`config.mk`:
```
export PLATFORM = sky130hd
export DESIGN_NAME = button_event_ctrl
export DESIGN_NICKNAME = d
export VERILOG_FILES = /design/src/rtl/button_event_ctrl.sv
export SDC_FILE = /design/constraint.sdc
export NUM_CORES = 1
export LEC_CHECK = 0
export ABC_CLOCK_PERIOD_IN_PS = 2740
export BUFFER_PORTS_ARGS = -buffer_cell sky130_fd_sc_hd__buf_2
export CORE_MARGIN = 5
export CORE_UTILIZATION = 28
export CTS_CLUSTER_DIAMETER = 80
export DETAILED_ROUTE_END_ITERATION = 8
export GPL_TIMING_DRIVEN = 0
export PLACE_DENSITY = 0.48
export SLEW_MARGIN = 20
export SYNTH_ARGS = -nofsm -noshare
export SYNTH_HDL_FRONTEND = slang
export SYNTH_SLANG_ARGS = --single-unit
```
`constraint.sdc`:
```
create_clock -name clk -period 2.74 [get_ports clk]
set_input_delay 0.137 -clock clk [delete_from_list [all_inputs] [get_ports clk]]
set_output_delay 0.137 -clock clk [all_outputs]
set_load 0.02 [all_outputs]
```
`src/rtl/button_event_ctrl.sv`:
```
// button_event_ctrl: debounce and event controller for N synchronized push-buttons.
// Turns stable levels into PRESS/RELEASE/LONG(/REPEAT) events on one valid/ready port.
// Optional feature macro: AUTO_REPEAT_EN (REPEAT events every REPEAT_CYCLES after LONG).
// Ports: clk, rst_n (async active-low), btn_sync[N_BTN] in, btn_level[N_BTN] out,
//   evt_valid/evt_ready handshake, evt_id[2:0], evt_type[1:0], evt_overrun pulse.
module button_event_ctrl #(
    parameter int N_BTN           = 4,
    parameter int DEBOUNCE_CYCLES = 500000,
    parameter int LONG_CYCLES     = 50000000,
    parameter int REPEAT_CYCLES   = 10000000
) (
    input  logic             clk,
    input  logic             rst_n,
    input  logic [N_BTN-1:0] btn_sync,
    output logic [N_BTN-1:0] btn_level,
    output logic             evt_valid,
    input  logic             evt_ready,
    output logic [2:0]       evt_id,
    output logic [1:0]       evt_type,
    output logic             evt_overrun
);

    localparam int MAXA = (DEBOUNCE_CYCLES > LONG_CYCLES) ? DEBOUNCE_CYCLES : LONG_CYCLES;
    localparam int MAXP = (MAXA > REPEAT_CYCLES) ? MAXA : REPEAT_CYCLES;
    localparam int CW   = $clog2(MAXP + 1);

    localparam logic [CW-1:0] ONE       = CW'(1);
    localparam logic [CW-1:0] DEB_LAST  = CW'(DEBOUNCE_CYCLES - 1);
    localparam logic [CW-1:0] LONG_MAX  = CW'(LONG_CYCLES);
    localparam logic [CW-1:0] LONG_LAST = CW'(LONG_CYCLES - 1);
`ifdef AUTO_REPEAT_EN
    localparam logic [CW-1:0] REP_LAST  = CW'(REPEAT_CYCLES - 1);
`endif

    // Event type codes double as the bit index into each button's pending nibble.
    localparam logic [1:0] T_PRESS = 2'd0;
    localparam logic [1:0] T_REL   = 2'd1;
    localparam logic [1:0] T_LONG  = 2'd2;
    localparam logic [1:0] T_REP   = 2'd3;

    typedef enum logic [1:0] {
        S_IDLE, S_PRESS_WAIT, S_DOWN, S_RELEASE_WAIT
    } state_e;

    state_e                  st_q   [N_BTN];
    state_e                  st_d   [N_BTN];
    logic [CW-1:0]           deb_q  [N_BTN];
    logic [CW-1:0]           deb_d  [N_BTN];
    logic [CW-1:0]           hold_q [N_BTN];
    logic [CW-1:0]           hold_d [N_BTN];
    logic [CW-1:0]           rep_q  [N_BTN];
    logic [CW-1:0]           rep_d  [N_BTN];
    logic [N_BTN-1:0]        lvl_q, lvl_d;
    logic [N_BTN-1:0][3:0]   pend_q, pend_d, set_b, pick, clr;
    logic                    valid_q, valid_d;
    logic [2:0]              id_q, id_d, pid;
    logic [1:0]              type_q, type_d, ptype;
    logic                    ovr_q, ovr_d;
    logic                    free;

    // Per-button debounce / hold FSMs.
    always_comb begin
        st_d   = st_q;
        deb_d  = deb_q;
        hold_d = hold_q;
        rep_d  = rep_q;
        lvl_d  = lvl_q;
        set_b  = '0;
        for (int i = 0; i < N_BTN; i++) begin
            unique case (st_q[i])
                S_IDLE: begin
                    if (btn_sync[i]) begin
                        st_d[i]  = S_PRESS_WAIT;
                        deb_d[i] = '0;
                    end
                end
                S_PRESS_WAIT: begin
                    if (!btn_sync[i]) begin
                        st_d[i] = S_IDLE;
                    end else if (deb_q[i] == DEB_LAST) begin
                        st_d[i]           = S_DOWN;
                        lvl_d[i]          = 1'b1;
                        set_b[i][T_PRESS] = 1'b1;
                        hold_d[i]         = '0;
                        rep_d[i]          = '0;
                    end else begin
                        deb_d[i] = deb_q[i] + ONE;
                    end
                end
                S_DOWN: begin
                    if (!btn_sync[i]) begin
                        st_d[i]  = S_RELEASE_WAIT;
                        deb_d[i] = '0;
                    end else if (hold_q[i] != LONG_MAX) begin
                        // Hold saturates at LONG_MAX, so LONG fires once per press.
                        hold_d[i] = hold_q[i] + ONE;
                        if (hold_q[i] == LONG_LAST) begin
                            set_b[i][T_LONG] = 1'b1;
                        end
                    end
`ifdef AUTO_REPEAT_EN
                    else if (rep_q[i] == REP_LAST) begin
                        rep_d[i]        = '0;
                        set_b[i][T_REP] = 1'b1;
                    end else begin
                        rep_d[i] = rep_q[i] + ONE;
                    end
`endif
                end
                S_RELEASE_WAIT: begin
                    if (btn_sync[i]) begin
                        st_d[i] = S_DOWN;
                    end else if (deb_q[i] == DEB_LAST) begin
                        st_d[i]         = S_IDLE;
                        lvl_d[i]        = 1'b0;
                        set_b[i][T_REL] = 1'b1;
                    end else begin
                        deb_d[i] = deb_q[i] + ONE;
                    end
                end
                default: st_d[i] = S_IDLE;
            endcase
        end
    end

    // Arbiter: descending scan so the lowest pending button overwrites the pick.
    always_comb begin
        pick  = '0;
        pid   = '0;
        ptype = T_PRESS;
        for (int i = N_BTN - 1; i >= 0; i--) begin
            if (|pend_q[i]) begin
                pick = '0;
                pid  = 3'(i);
                if (pend_q[i][T_PRESS]) begin
                    pick[i][T_PRESS] = 1'b1;
                    ptype            = T_PRESS;
                end else if (pend_q[i][T_LONG]) begin
                    pick[i][T_LONG] = 1'b1;
                    ptype           = T_LONG;
                end else if (pend_q[i][T_REP]) begin
                    pick[i][T_REP] = 1'b1;
                    ptype          = T_REP;
                end else begin
                    pick[i][T_REL] = 1'b1;
                    ptype          = T_REL;
                end
            end
        end
    end

    always_comb begin
        free    = !valid_q || evt_ready;
        clr     = free ? pick : '0;
        valid_d = free ? (|pick) : valid_q;
        id_d    = (free && (|pick)) ? pid : id_q;
        type_d  = (free && (|pick)) ? ptype : type_q;
        // Set wins over clear; a set onto a bit that stays pending is a lost event.
        pend_d  = (pend_q & ~clr) | set_b;
        ovr_d   = |(set_b & pend_q & ~clr);
    end

    always_ff @(posedge clk or negedge rst_n) begin
        if (!rst_n) begin
            for (int i = 0; i < N_BTN; i++) begin
                st_q[i]   <= S_IDLE;
                deb_q[i]  <= '0;
                hold_q[i] <= '0;
                rep_q[i]  <= '0;
            end
            lvl_q   <= '0;
            pend_q  <= '0;
            valid_q <= 1'b0;
            id_q    <= '0;
            type_q  <= '0;
            ovr_q   <= 1'b0;
        end else begin
            for (int i = 0; i < N_BTN; i++) begin
                st_q[i]   <= st_d[i];
                deb_q[i]  <= deb_d[i];
                hold_q[i] <= hold_d[i];
                rep_q[i]  <= rep_d[i];
            end
            lvl_q   <= lvl_d;
            pend_q  <= pend_d;
            valid_q <= valid_d;
            id_q    <= id_d;
            type_q  <= type_d;
            ovr_q   <= ovr_d;
        end
    end

    assign btn_level   = lvl_q;
    assign evt_valid   = valid_q;
    assign evt_id      = id_q;
    assign evt_type    = type_q;
    assign evt_overrun = ovr_q;

endmodule

```
==> flow_metrics.env <==
export IMPL_status="complete, no violations"
export IMPL_end_kind="flip-flop"
export IMPL_cts_sinks=242
export IMPL_placed_cell_area_um2=13730
export IMPL_synthDominantCellAreaShare=0.4713
export IMPL_netlist_area_um2=12850
export IMPL_worstSetupPathType="flip-flop to flip-flop"
export IMPL_synthArstFlopShare=1.000
export IMPL_cp_cell_sequence="nor4b_1 > nand4_1 > o41a_1 > or4_1 > xor2_1 > nor2_1"
export IMPL_cts_reportedPaths_clkPinSlew_ns=0.06
export IMPL_core_rowCount=78
export IMPL_routed_wirelength_um=30120
export IMPL_yosys_top_cells_area="dfrtp_1 47%, xor2_1 6.5%, nor2_1 6.0%"
export IMPL_setup_violations=0
export IMPL_synth_cells=1389
export IMPL_required_ns=3.17
export IMPL_htree_levels=1
export IMPL_viasPerCell=4.889
export IMPL_max_freq_ghz=0.3960
export IMPL_start_kind="flip-flop"
export IMPL_grt_max_degree=93
export IMPL_drc_errors=0
export IMPL_nNetsFinal=1461
export IMPL_synth_top_area_cell="dfrtp_1"
export IMPL_vias=10101
export IMPL_finalWeightedCongestion=0.7774
export IMPL_worstMarginPinSlew_ns=0.9870
export IMPL_fp_dieW_um=224.2
export IMPL_setup_tns_ns=0
export IMPL_path_max_fanout=5
export IMPL_place_inst=2004
export IMPL_fillers=4672
export IMPL_ios=18
export IMPL_finalClockSkew_ns=0.02152
export IMPL_antenna_found_initial=0
export IMPL_yosysWarnings=0
export IMPL_track_usage=0.1197
export IMPL_grt_pass1_wl_um=52030
export IMPL_rsz0062_at_grt="no"
export IMPL_worstPathArrival_ns=2.96
export IMPL_coreArea_um2=45380
export IMPL_hold_viol=0
export IMPL_cts_tree="built"
export IMPL_synth_edff_count=0
export IMPL_synth_main_ff_cell="dfrtp_1"
export IMPL_final_cell_area_um2=14940
export IMPL_dieHeight_um=224.2
export IMPL_ir_worst_vdd_mv=0.5341
export IMPL_finalMaxSlewViolations=0
export IMPL_clk_latency_ns=0.57
export IMPL_syn_nets=1408
export IMPL_drive_gt1_frac=0.07094
export IMPL_area_growth_pct=16.25
export IMPL_fin_cells=2066
export IMPL_die_area_um2=50280
export IMPL_ant_nets=0
export IMPL_postCtsSetupBuffers=0
export IMPL_leakagePower_nw=6.348
export IMPL_ys_seq_area_frac=0.4713
export IMPL_period_needed_ns=2.525
export IMPL_ys_ff_latch=242
export IMPL_fin_crit_sh=0.9215
export IMPL_worst_path_largest_cell_delay_ns=0.59
export IMPL_synth_cell_types=71
export IMPL_cts_buffers=31
export IMPL_initial_utilization=0.2832
export IMPL_power_density_nw_per_um2=593.0
export IMPL_relSlewSlack=0.3380
export IMPL_overflow=0
export IMPL_synth_area_per_cell_um2=9.251
export IMPL_n_antenna_cell=0
export IMPL_hold_path_class="primary input to flip-flop"
export IMPL_drv_cap=0
export IMPL_hpwl_um=20730
export IMPL_cts_buffer_depth=3
export IMPL_dr_pass1_iters=4
export IMPL_cp_slowest_cell="o41a_1"
export IMPL_wl_per_cell_um=14.58
export IMPL_first_iter_violations=624
export IMPL_clockRootBuffer="clkbuf_16"
export IMPL_grt_pass1_vias=10083
export IMPL_portBuffers=13
-- cells in the mapped netlist, types with 5 or more instances --
library cell    n
inv_1          31
o31ai_1         7
nor3b_1         7
nor3_1         41
xor2_1         96
and3_1         42
nand3_1        90
nor2_1        207
o41ai_1         5
a211oi_1       11
and4_1         26
o21ai_0        58
nand4_1        58
nor2b_1        10
or4_1           6
xnor2_1        70
dfrtp_1       242
clkbuf_1       41
a21oi_1        40
nand2b_1        9
ha_1           12
nor4b_1        20
and2_1         12
nand2_1       116
nor4_1         20
or3_1          27
o211ai_1        8
-- final cells by class --
class | count | area [um^2] | area share
Multi-Input combinational cell | 1069 | 6533 | 0.4373
Sequential cell | 242 | 6056 | 0.4054
Clock buffer | 43 | 890.9 | 0.05964
Tap cell | 600 | 750.7 | 0.05026
Clock inverter | 14 | 214.0 | 0.01432
Buffer | 47 | 197.7 | 0.01323
Timing Repair Buffer | 20 | 180.2 | 0.01206
Inverter | 31 | 116.4 | 0.007790
-- stage by stage --
step | setup WS [ns] | utilization | hold slack, ns | total power [mW]
2_1_floorplan | 0.5546 | - | -0.1586 | 4.317
3_3_place_gp | -3.188 | 0.3011 | 0.4619 | 4.564
3_5_place_dp | -0.1658 | 0.3026 | 0.2009 | 4.584
4_1_cts | 0.02672 | 0.3283 | 0.01128 | 9.049
5_1_grt | 0.01521 | 0.3292 | 0.04620 | 9.307
6_report | 0.2150 | 0.3292 | 0.06885 | 8.858
-- state kept, by name, summed over array words and instances, names as in the netlist, named ones only --
name         count
evt_valid        1
evt_id           2
pend_q          16
deb_q          104
hold_q         104
evt_overrun      1
evt_type         2
btn_level        4
st_q             4
-- per-layer routing --
metal,GRT usage,wire length (um),vias up
li1,-,-,5040
met1,0.1711,14980,4921
met2,0.1908,13560,93
met3,0.01684,874,47
met4,0.03379,704,0
met5,0,0,-
-- final timing paths --
| kind | from | to | slack, ns | cells after the start |
|---|---|---|---|---|
| min in group asynchronous | rst_n | hold_q[27] | 0.17 | 2 |
| worst max-delay path | deb_q[5] | hold_q[5] | 0.21 | 6 |
| worst max register to register | deb_q[5] | hold_q[5] | 0.21 | 6 |
| worst min register to register | evt_id[1] | evt_id[1] | 0.48 | 2 |
| max in group asynchronous | rst_n | hold_q[62] | 1.30 | 4 |
| worst min-delay path | evt_ready | pend_q[0] | 0.07 | 4 |
-- worst max-delay path: cells and delay by family (launching register included) --
| family | cells | cell delay (ns) |
|---|---|---|
| XOR/XNOR | 1 | 0.15 |
| flip-flops | 1 | 0.43 |
| AND/OR/NAND/NOR | 4 | 1.21 |
| AO/OA/AOI/OAI | 1 | 0.59 |
-- timing repair --
item                       in CTS  in global routing
gates resized for setup         2                 13
setup endpoints to repair      40                 64
pin swaps                       0                  1
hold endpoints to repair       89                  0
hold buffers                    5                  0
-- kinds of logic (layout without fill, tap and decap cells) --
logic type / Yosys count / in the layout / synth area share
other: 1 / 1 / 0.0002918
AND/OR/NAND/NOR: 722 / 722 / 0.2942
buffers and inverters: 78 / 155 / 0.02405
adder cells (fa/ha/maj): 12 / 12 / 0.01168
XOR/XNOR: 166 / 166 / 0.1131
AO/OA/AOI/OAI: 164 / 164 / 0.08199
flip-flops: 242 / 242 / 0.4713
multiplexers: 4 / 4 / 0.003408
-- report_power, final --
part           switching [mW]  internal (mW)
Sequential              0.198           3.73
Combinational           0.380          0.212
Clock                    1.60           2.73
-- layout by cell type (no fill, tap or decap), types with 9 or more instances in the layout --
| cell | instances |
|---|---|
| a211oi_1 | 11 |
| a21oi_1 | 40 |
| and2_1 | 12 |
| and3_1 | 42 |
| and4_1 | 26 |
| buf_2 | 16 |
| clkbuf_1 | 42 |
| clkbuf_16 | 31 |
| dfrtp_1 | 242 |
| ha_1 | 12 |
| inv_1 | 31 |
| nand2_1 | 116 |
| nand2b_1 | 9 |
| nand3_1 | 90 |
| nand4_1 | 58 |
| nor2_1 | 207 |
| nor2b_1 | 10 |
| nor3_1 | 40 |
| nor4_1 | 18 |
| nor4b_1 | 20 |
| o21ai_0 | 58 |
| or3_1 | 27 |
| xnor2_1 | 70 |
| xor2_1 | 96 |
Note: power is estimated with default switching activity, not from simulation.
